**src/rtl/rc_channel_scheduler.sv**
```systemverilog
// Round-robin RC servo pulse-width scheduler: one shared counter measures the high time
// of each enabled PWM channel in turn and classifies it on/off with hysteresis.
module rc_channel_scheduler #(
   parameter int NUM_CH             = 4,
   parameter int MAX_COUNTER_VALUE  = 2000,
   parameter int HIGH_COUNTER_VALUE = 1800,
   parameter int LOW_COUNTER_VALUE  = 1200,
   parameter int TIMEOUT_VALUE      = 25000,
   parameter int CNT_W              = 15
) (
   input  logic              clk,
   input  logic              rst_n,
   input  logic              enable_i,
   input  logic [NUM_CH-1:0] chan_mask_i,
   input  logic [NUM_CH-1:0] pwm_i,
   output logic [NUM_CH-1:0] chan_state_o,
   output logic [NUM_CH-1:0] chan_valid_o,
   output logic [10:0]       width_o,
   output logic [1:0]        width_chan_o,
   output logic              width_stb_o,
   output logic              timeout_o
);
   // state      | meaning
   // S_IDLE     | scheduler stopped, waiting for enable and a non-empty mask
   // S_SELECT   | pick next masked channel, clear counter
   // S_WAIT_LOW | wait for the selected input to be low (skip a pulse in progress)
   // S_WAIT_RISE| wait for the rising edge, timeout counting
   // S_MEASURE  | count high cycles, overrange check
   // S_EVAL     | publish width and classify
   typedef enum logic [2:0] {
      S_IDLE, S_SELECT, S_WAIT_LOW, S_WAIT_RISE, S_MEASURE, S_EVAL
   } state_t;

   localparam logic [CNT_W-1:0] TO_LAST  = CNT_W'(TIMEOUT_VALUE - 1);
   localparam logic [CNT_W-1:0] CNT_MAX  = CNT_W'(MAX_COUNTER_VALUE);
   localparam logic [CNT_W-1:0] CNT_HIGH = CNT_W'(HIGH_COUNTER_VALUE);
   localparam logic [CNT_W-1:0] CNT_LOW  = CNT_W'(LOW_COUNTER_VALUE);

   state_t              state_q, state_d;
   logic [NUM_CH-1:0]   sync1_q, sync2_q;
   logic [1:0]          ptr_q, ptr_d;
   logic [CNT_W-1:0]    cnt_q, cnt_d;
   logic                first_q, first_d;
   logic [NUM_CH-1:0]   chan_state_q, chan_state_d, chan_valid_q, chan_valid_d;
   logic [10:0]         width_q, width_d;
   logic [1:0]          width_chan_q, width_chan_d;
   logic                width_stb_q, width_stb_d, timeout_q, timeout_d;
   logic                ev_eval, ev_tmo, ev_over, s_cur;

   // First pass after reset includes the current index; later passes start one past it,
   // so the current channel only wins when it is the sole masked one.
   function automatic logic [1:0] next_ptr(input logic [1:0] cur, input logic [NUM_CH-1:0] mask,
                                           input logic incl);
      logic [1:0] res, idx, step;
      logic       found;
      res   = cur;
      found = 1'b0;
      for (int k = 0; k < 4; k++) begin
         step = 2'(k) + (incl ? 2'd0 : 2'd1);
         idx  = cur + step;
         if (!found && mask[idx]) begin
            res   = idx;
            found = 1'b1;
         end
      end
      return res;
   endfunction

   assign s_cur = sync2_q[ptr_q];

   always_ff @(posedge clk) begin
      if (!rst_n) begin
         state_q      <= S_IDLE;
         sync1_q      <= '0;
         sync2_q      <= '0;
         ptr_q        <= '0;
         cnt_q        <= '0;
         first_q      <= 1'b1;
         chan_state_q <= '0;
         chan_valid_q <= '0;
         width_q      <= '0;
         width_chan_q <= '0;
         width_stb_q  <= 1'b0;
         timeout_q    <= 1'b0;
      end else begin
         state_q      <= state_d;
         sync1_q      <= pwm_i;
         sync2_q      <= sync1_q;
         ptr_q        <= ptr_d;
         cnt_q        <= cnt_d;
         first_q      <= first_d;
         chan_state_q <= chan_state_d;
         chan_valid_q <= chan_valid_d;
         width_q      <= width_d;
         width_chan_q <= width_chan_d;
         width_stb_q  <= width_stb_d;
         timeout_q    <= timeout_d;
      end
   end

   always_comb begin
      state_d = state_q;
      ptr_d   = ptr_q;
      cnt_d   = cnt_q;
      first_d = first_q;
      ev_eval = 1'b0;
      ev_tmo  = 1'b0;
      ev_over = 1'b0;
      if (!enable_i) begin
         state_d = S_IDLE;
      end else begin
         case (state_q)
            S_IDLE: if (chan_mask_i != '0) state_d = S_SELECT;
            S_SELECT: begin
               if (chan_mask_i == '0) begin
                  state_d = S_IDLE;
               end else begin
                  ptr_d   = next_ptr(ptr_q, chan_mask_i, first_q);
                  first_d = 1'b0;
                  cnt_d   = '0;
                  state_d = S_WAIT_LOW;
               end
            end
            S_WAIT_LOW, S_WAIT_RISE: begin
               if ((state_q == S_WAIT_LOW) && !s_cur) begin
                  cnt_d   = '0;
                  state_d = S_WAIT_RISE;
               end else if ((state_q == S_WAIT_RISE) && s_cur) begin
                  cnt_d   = CNT_W'(1);
                  state_d = S_MEASURE;
               end else if (cnt_q == TO_LAST) begin
                  ev_tmo  = 1'b1;
                  state_d = S_SELECT;
               end else begin
                  cnt_d = cnt_q + CNT_W'(1);
               end
            end
            S_MEASURE: begin
               if (!s_cur) begin
                  state_d = S_EVAL;
               end else if (cnt_q == CNT_MAX) begin
                  ev_over = 1'b1;
                  state_d = S_SELECT;
               end else begin
                  cnt_d = cnt_q + CNT_W'(1);
               end
            end
            S_EVAL: begin
               ev_eval = 1'b1;
               state_d = S_SELECT;
            end
            default: state_d = S_IDLE;
         endcase
      end
   end

   always_comb begin
      chan_state_d = chan_state_q;
      chan_valid_d = chan_valid_q;
      width_d      = width_q;
      width_chan_d = width_chan_q;
      width_stb_d  = 1'b0;
      timeout_d    = 1'b0;
      if (ev_tmo) begin
         chan_valid_d[ptr_q] = 1'b0;
         timeout_d           = 1'b1;
      end
      if (ev_over) begin
         width_d             = CNT_MAX[10:0];
         width_chan_d        = ptr_q;
         width_stb_d         = 1'b1;
         timeout_d           = 1'b1;
         chan_valid_d[ptr_q] = 1'b0;
      end
      if (ev_eval) begin
         width_d             = cnt_q[10:0];
         width_chan_d        = ptr_q;
         width_stb_d         = 1'b1;
         chan_valid_d[ptr_q] = 1'b1;
         if (cnt_q >= CNT_HIGH)     chan_state_d[ptr_q] = 1'b1;
         else if (cnt_q <= CNT_LOW) chan_state_d[ptr_q] = 1'b0;
      end
   end

   assign chan_state_o = chan_state_q;
   assign chan_valid_o = chan_valid_q;
   assign width_o      = width_q;
   assign width_chan_o = width_chan_q;
   assign width_stb_o  = width_stb_q;
   assign timeout_o    = timeout_q;
endmodule

```
**config.mk**
```make
export PLATFORM = sky130hd
export DESIGN_NAME = rc_channel_scheduler
export DESIGN_NICKNAME = d
export VERILOG_FILES = /design/src/rtl/rc_channel_scheduler.sv
export SDC_FILE = /design/constraint.sdc
export NUM_CORES = 1
export LEC_CHECK = 0
export BUFFER_PORTS_ARGS = -buffer_cell sky130_fd_sc_hd__buf_2
export CELL_PAD_IN_SITES_DETAIL_PLACEMENT = 0
export CELL_PAD_IN_SITES_GLOBAL_PLACEMENT = 1
export CORE_ASPECT_RATIO = 0.7
export CORE_UTILIZATION = 47
export DETAILED_ROUTE_END_ITERATION = 16
export GPL_TIMING_DRIVEN = 0
export PLACE_DENSITY_LB_ADDON = 0.1
export SLEW_MARGIN = 10
export SYNTH_ARGS = -nofsm -noshare
export SYNTH_HDL_FRONTEND = slang
export SYNTH_SLANG_ARGS = --single-unit
export TNS_END_PERCENT = 100
```
**constraint.sdc**
```tcl
create_clock -name clk -period 5.28 [get_ports clk]
set_input_delay 1.056 -clock clk [delete_from_list [all_inputs] [get_ports clk]]
set_output_delay 1.056 -clock clk [all_outputs]
set_load 0.01 [all_outputs]
```
After elaboration in Yosys (flattened, before gate mapping)
Cells that the tools add are included.
- bitwise gates (word level): 7
- reduce and logical (&&, ||, !) cells: 24
- add/sub/neg operators: 8
- order comparisons: 8
- equal/unequal tests: 14
- mux-type cells: 68
- operators with widths (operator ; count):
    2-to-1 mux 15 bit ; 6
    case mux 15 bit (3 select lines) ; 1
    2-to-1 mux 1 bit ; 34
    2-to-1 mux 11 bit ; 2
    2-to-1 mux 4 bit ; 5
    2-to-1 mux 3 bit ; 6
    adder 15 x 1 -> 15 bit, second input constant ; 1
    equality test 15 x 11 -> 1 bit, second input constant ; 1
    equality test 15 bit, second input constant ; 1
    greater-or-equal comparator 15 x 11 -> 1 bit, second input constant ; 1
    less-or-equal comparator 15 x 11 -> 1 bit, second input constant ; 1
    < comparator 2 x 3 -> 1 bit, second input constant ; 5
    case mux 3 bit (5 select lines) ; 1
    2-to-1 mux 2 bit ; 7
    bitwise AND 4 bit ; 3
    binary-select mux 1 bit (select 2 bit) ; 5
    adder 2 bit ; 4
    inequality test 2 bit, second input constant ; 4
    inequality test 4 bit, second input constant ; 2
    OR 4 bit ; 2
    nonzero test 4 bit ; 2
    equality test 3 x 2 -> 1 bit, second input constant ; 2
    equality test 3 bit, second input constant ; 2
    logical AND 1 bit ; 6
    19 further kinds ; 25
- bits of input ports: 11
- bits in registers: 52
- word-level logic and storage cells: 141

Depth between registers and ports, before layout
- word-level depth: 24
- depth in mapped cells: 10
- gate-level depth less buffers: 8

Least setup slack after synthesis
Ideal clock, no wire load.
- path kind: input -> register
- from: input port chan_mask_i[2]
- to: register cnt_q[10]
- cell stages on the path: 9
- slack: 2.570 ns
- path buffers: 3
- arrival: 2.636 ns
- library setup time: 0.075 ns
- path through: clkbuf_1 -> or4_1 -> a21oi_1 -> a2bb2oi_1 -> or3_1 -> buf_6 -> buf_2 -> a21oi_1 -> o22ai_1
- cells in the longest elaborated chain, start to end: 3
- RTL lines (element ; RTL line ; RTL):
    from (decl) ; 14 ; input logic [NUM_CH-1:0] chan_mask_i,
    zero test 4 bit ; 115 ; if (chan_mask_i == '0) begin
    inequality test 2 bit (no source line) ; n/a ;
    AND reduction 6 bit (no source line) ; n/a ;
    to (signal assigned) ; 90 ; cnt_q <= cnt_d;
    to (decl) ; 42 ; logic [CNT_W-1:0] cnt_q, cnt_d;
Every way passes these cells.
A chain may end at the register's enable or synchronous reset.

Worst setup path in the final report
- from: input port chan_mask_i[2]
- to: register cnt_q[14]
The elaborated chain is that of the path after synthesis.

==> impl_metrics.csv <==
group,metric,value,unit
run_status,result_of_the_run,"completed",
sta,report.final.hold_viol_count,0,
floorplan,coreArea,5420,sq um
floorplan,die_area,6110,sq um
sta,finalCritPeriodShare,0.509,
critical_path,endpoint_kind,"register",
logic_synthesis,ys_seq_elements,52,
placement,dp_hpwl,4.84,mm
floorplan,floorplan.io_pins,34,
detailed_routing,drt-initial-drc-count,229,
power_and_ir_drop,static_leak,0.00113,uW
global_routing,grt_util_all_layers,0.236,
clock_tree,h-tree-depth,2,
placement,placement.io_buffers,30,
global_routing,vias_in_the_first_global_route,2188,
job,maxCapViolCount,0,
sta,min_period,2.69,ns
clock_tree,clock_sink_count,52,
global_routing,largest_net_degree_at_the_start_of_global_routing,19,
critical_path,reg2regPathDepth,7,
clock_tree,cts_resized,0,
clock_tree,post-cts-setup-buffer-count,0,
global_routing,grt_antenna_before_repair,0,
floorplan,initial_core_util,0.503,
detailed_routing,drtAntennaViolNets,0,
logic_synthesis,yosysUniqueCellTypes,56,
logic_synthesis,synth_largest_area_cell,"sky130_fd_sc_hd__dfxtp_1",
detailed_routing,drc,0,
finish,antenna_cells_inserted,0,
logic_synthesis,synth_sequential_area_ratio,0.382,
clock_tree,cts_tree,"built",
floorplan,die_x,93.0,um
power_and_ir_drop,totalPowerFinal,708,uW
detailed_routing,finalWirelength,6.60,mm
logic_synthesis,postSynthCellCount,321,
sta,rsz_0062_raised_after_global_routing,"false",
critical_path,critPathRequiredTime,5.52,ns
logic_synthesis,synth_common_cells,"sky130_fd_sc_hd__dfxtp_1 (52), sky130_fd_sc_hd__nand2_1 (31), sky130_fd_sc_hd__nor2_1 (22)",
sta,tns,0,ns
logic_synthesis,mappedNetlistNets,336,
sta,finalSetupViolCount,0,
floorplan,vertical_extent_of_the_die,65.7,um
detailed_routing,avgRoutedWirePerCell,15.3,um
logic_synthesis,netlist_area,2730,sq um
logic_synthesis,synth_area_leaders,"sky130_fd_sc_hd__dfxtp_1 (38%), sky130_fd_sc_hd__nand2_1 (4.3%), sky130_fd_sc_hd__a21boi_0 (3.3%)",
logic_synthesis,synthArstFlopShare,0,
logic_synthesis,synthDominantCellAreaShare,0.382,
sta,clk_skew,0.0103,ns
global_routing,grt.overflow.total,0,
logic_synthesis,yosys_warnings,0,
detailed_routing,detailroute.via_count,2529,
global_routing,grt_pass1_wl,11.2,mm
sta,relative_max_transition_margin,0.575,
logic_synthesis,synthMostInstantiatedCell,"sky130_fd_sc_hd__dfxtp_1",
sta,max_clock_freq,372,MHz
critical_path,cp.arrival,2.93,ns
critical_path,worstPathMaxFanout,10,
logic_synthesis,synth-edff-count,0,
hold_path,path_category_of_the_worst_min_delay_check,"reg -> reg",
sta,worst_slew_pin_slew,0.634,ns
sta,final-max-slew-violation-count,0,
finish,layout-drive-gt1-share,0.170,
critical_path,worstSetupPathType,"in -> reg",
clock_tree,numCtsBuffers,5,
logic_synthesis,yosys_most_used_dff,"sky130_fd_sc_hd__dfxtp_1",
placement,globalplace.congestion,0.833,
finish,area.growth.synth_to_final,12.4,%
finish,finalNetCount,373,
clock_tree,clkLatencyLatePin,0.31,ns
power_and_ir_drop,power_density,231,nW/um^2
clock_tree,clk_root_buffer_cell,"sky130_fd_sc_hd__clkbuf_8",
detailed_routing,drt_pre_antenna_iters,5,
critical_path,start_kind,"input port",
detailed_routing,via_per_inst,5.87,
clock_tree,clockBufferDepth,2,
clock_tree,clk_transition_reported_paths,0.10,ns
power_and_ir_drop,peakVddDrop,0.163,mV
hold_path,worst_hold_path.num_cells,1,
clock_tree,ctsHoldBuffers,0,
floorplan,rows,22,
logic_synthesis,avgSynthCellArea,8.49,sq um
## area by class of cell
class                           count  area [sq um]
Fill cell                         519          2360
Multi-Input combinational cell    236          1540
Sequential cell                    52          1040
Timing Repair Buffer               30           150
Buffer                             26           123
Tap cell                           72          90.1
Clock buffer                        5          68.8
Clock inverter                      3          27.5
Inverter                            7          26.3
## routing by layer
| layer | routed length (um) | global-route usage | part of all wire |
|---|---|---|---|
| met1 | 3550 | 0.369 | 0.54 |
| met2 | 2570 | 0.324 | 0.39 |
| met3 | 393 | 0.0428 | 0.060 |
| met4 | 83 | 0.0577 | 0.013 |
| met5 | 0 | 0 | 0 |
## state kept, by name (all words and copies together), names as in the netlist, 2 cells and up, named ones only
register	count
ptr_q	2
cnt_q	15
sync1_q	4
chan_valid_o	4
sync2_q	4
width_chan_o	2
width_o	11
state_q	3
## stage by stage
| step | std cells | hold WS [ns] | utilization | setup slack [ns] | instance area (sq um) |
|---|---|---|---|---|---|
| CTS | 431 | 0.448 | 0.565 | 2.59 | 3060 |
| global route | 431 | 0.467 | 0.565 | 2.46 | 3060 |
| floorplan | 321 | 0.412 | - | 2.57 | 2730 |
| detailed placement | 423 | 0.419 | 0.547 | 2.26 | 2970 |
| global placement | 423 | 0.416 | 0.547 | 2.29 | 2970 |
| finish | 431 | 0.447 | 0.565 | 2.59 | 3060 |
## final timing paths
kind              slack [ns]                  start                       to
setup / recovery        2.59         chan_mask_i[2]   cnt_q[14]$_SDFFE_PN0P_
hold / removal          0.45  sync1_q[0]$_SDFF_PN0_    sync2_q[0]$_SDFF_PN0_
setup reg to reg        2.77  ptr_q[0]$_SDFFE_PN0P_  state_q[0]$_SDFFE_PN0P_
hold reg to reg         0.45  sync1_q[0]$_SDFF_PN0_    sync2_q[0]$_SDFF_PN0_
## cell usage in the layout (no fill, tap or decap), drive strengths merged, types with 3 or more instances in the layout
| cell | instances |
|---|---|
| a21oi | 15 |
| ha | 4 |
| or3 | 4 |
| nand3b | 5 |
| nand4b | 3 |
| nand2 | 31 |
| dfxtp | 52 |
| or3b | 3 |
| nand2b | 4 |
| clkbuf | 24 |
| nand4 | 7 |
| nor3b | 4 |
| mux2i | 3 |
| o211ai | 5 |
| nor2 | 22 |
| o21a | 3 |
| o21ai | 21 |
| nor3 | 4 |
| and2 | 13 |
| nand3 | 7 |
| and3 | 4 |
| xnor2 | 3 |
| a31oi | 3 |
| buf | 37 |
| inv | 8 |
| a21boi | 12 |
| a22oi | 5 |
| o22ai | 8 |
| o221a | 7 |
| nor2b | 8 |
## worst max-delay path, cell delays in order
cell and delay, ns:
sky130_fd_sc_hd__clkbuf_1 0.17, sky130_fd_sc_hd__or4_1 0.59, sky130_fd_sc_hd__a21oi_1 0.19, sky130_fd_sc_hd__a2bb2oi_1 0.17, sky130_fd_sc_hd__or3_1 0.14, sky130_fd_sc_hd__buf_6 0.13, sky130_fd_sc_hd__buf_2 0.24, sky130_fd_sc_hd__a21oi_1 0.07
sky130_fd_sc_hd__o22ai_1 0.19
## logic make-up after synthesis
family,after synthesis,synth area share
and+or+nand+nor,130,0.267
AOI/OAI and AO/OA,93,0.234
DFF,52,0.382
buffers and inverters,33,0.0546
muxes,6,0.0275
adders and majority gates,4,0.0184
xor gates and xnor gates,3,0.0165
## where the power goes
group / switching, uW / leakage, uW / internal, uW
clock network: 146 / 0.0000463 / 97.6
registers: 2.68 / 0.000421 / 397
logic: 38.4 / 0.000660 / 26.8
total: 187 / 0.00113 / 521
(Power assumes the default switching activity.)
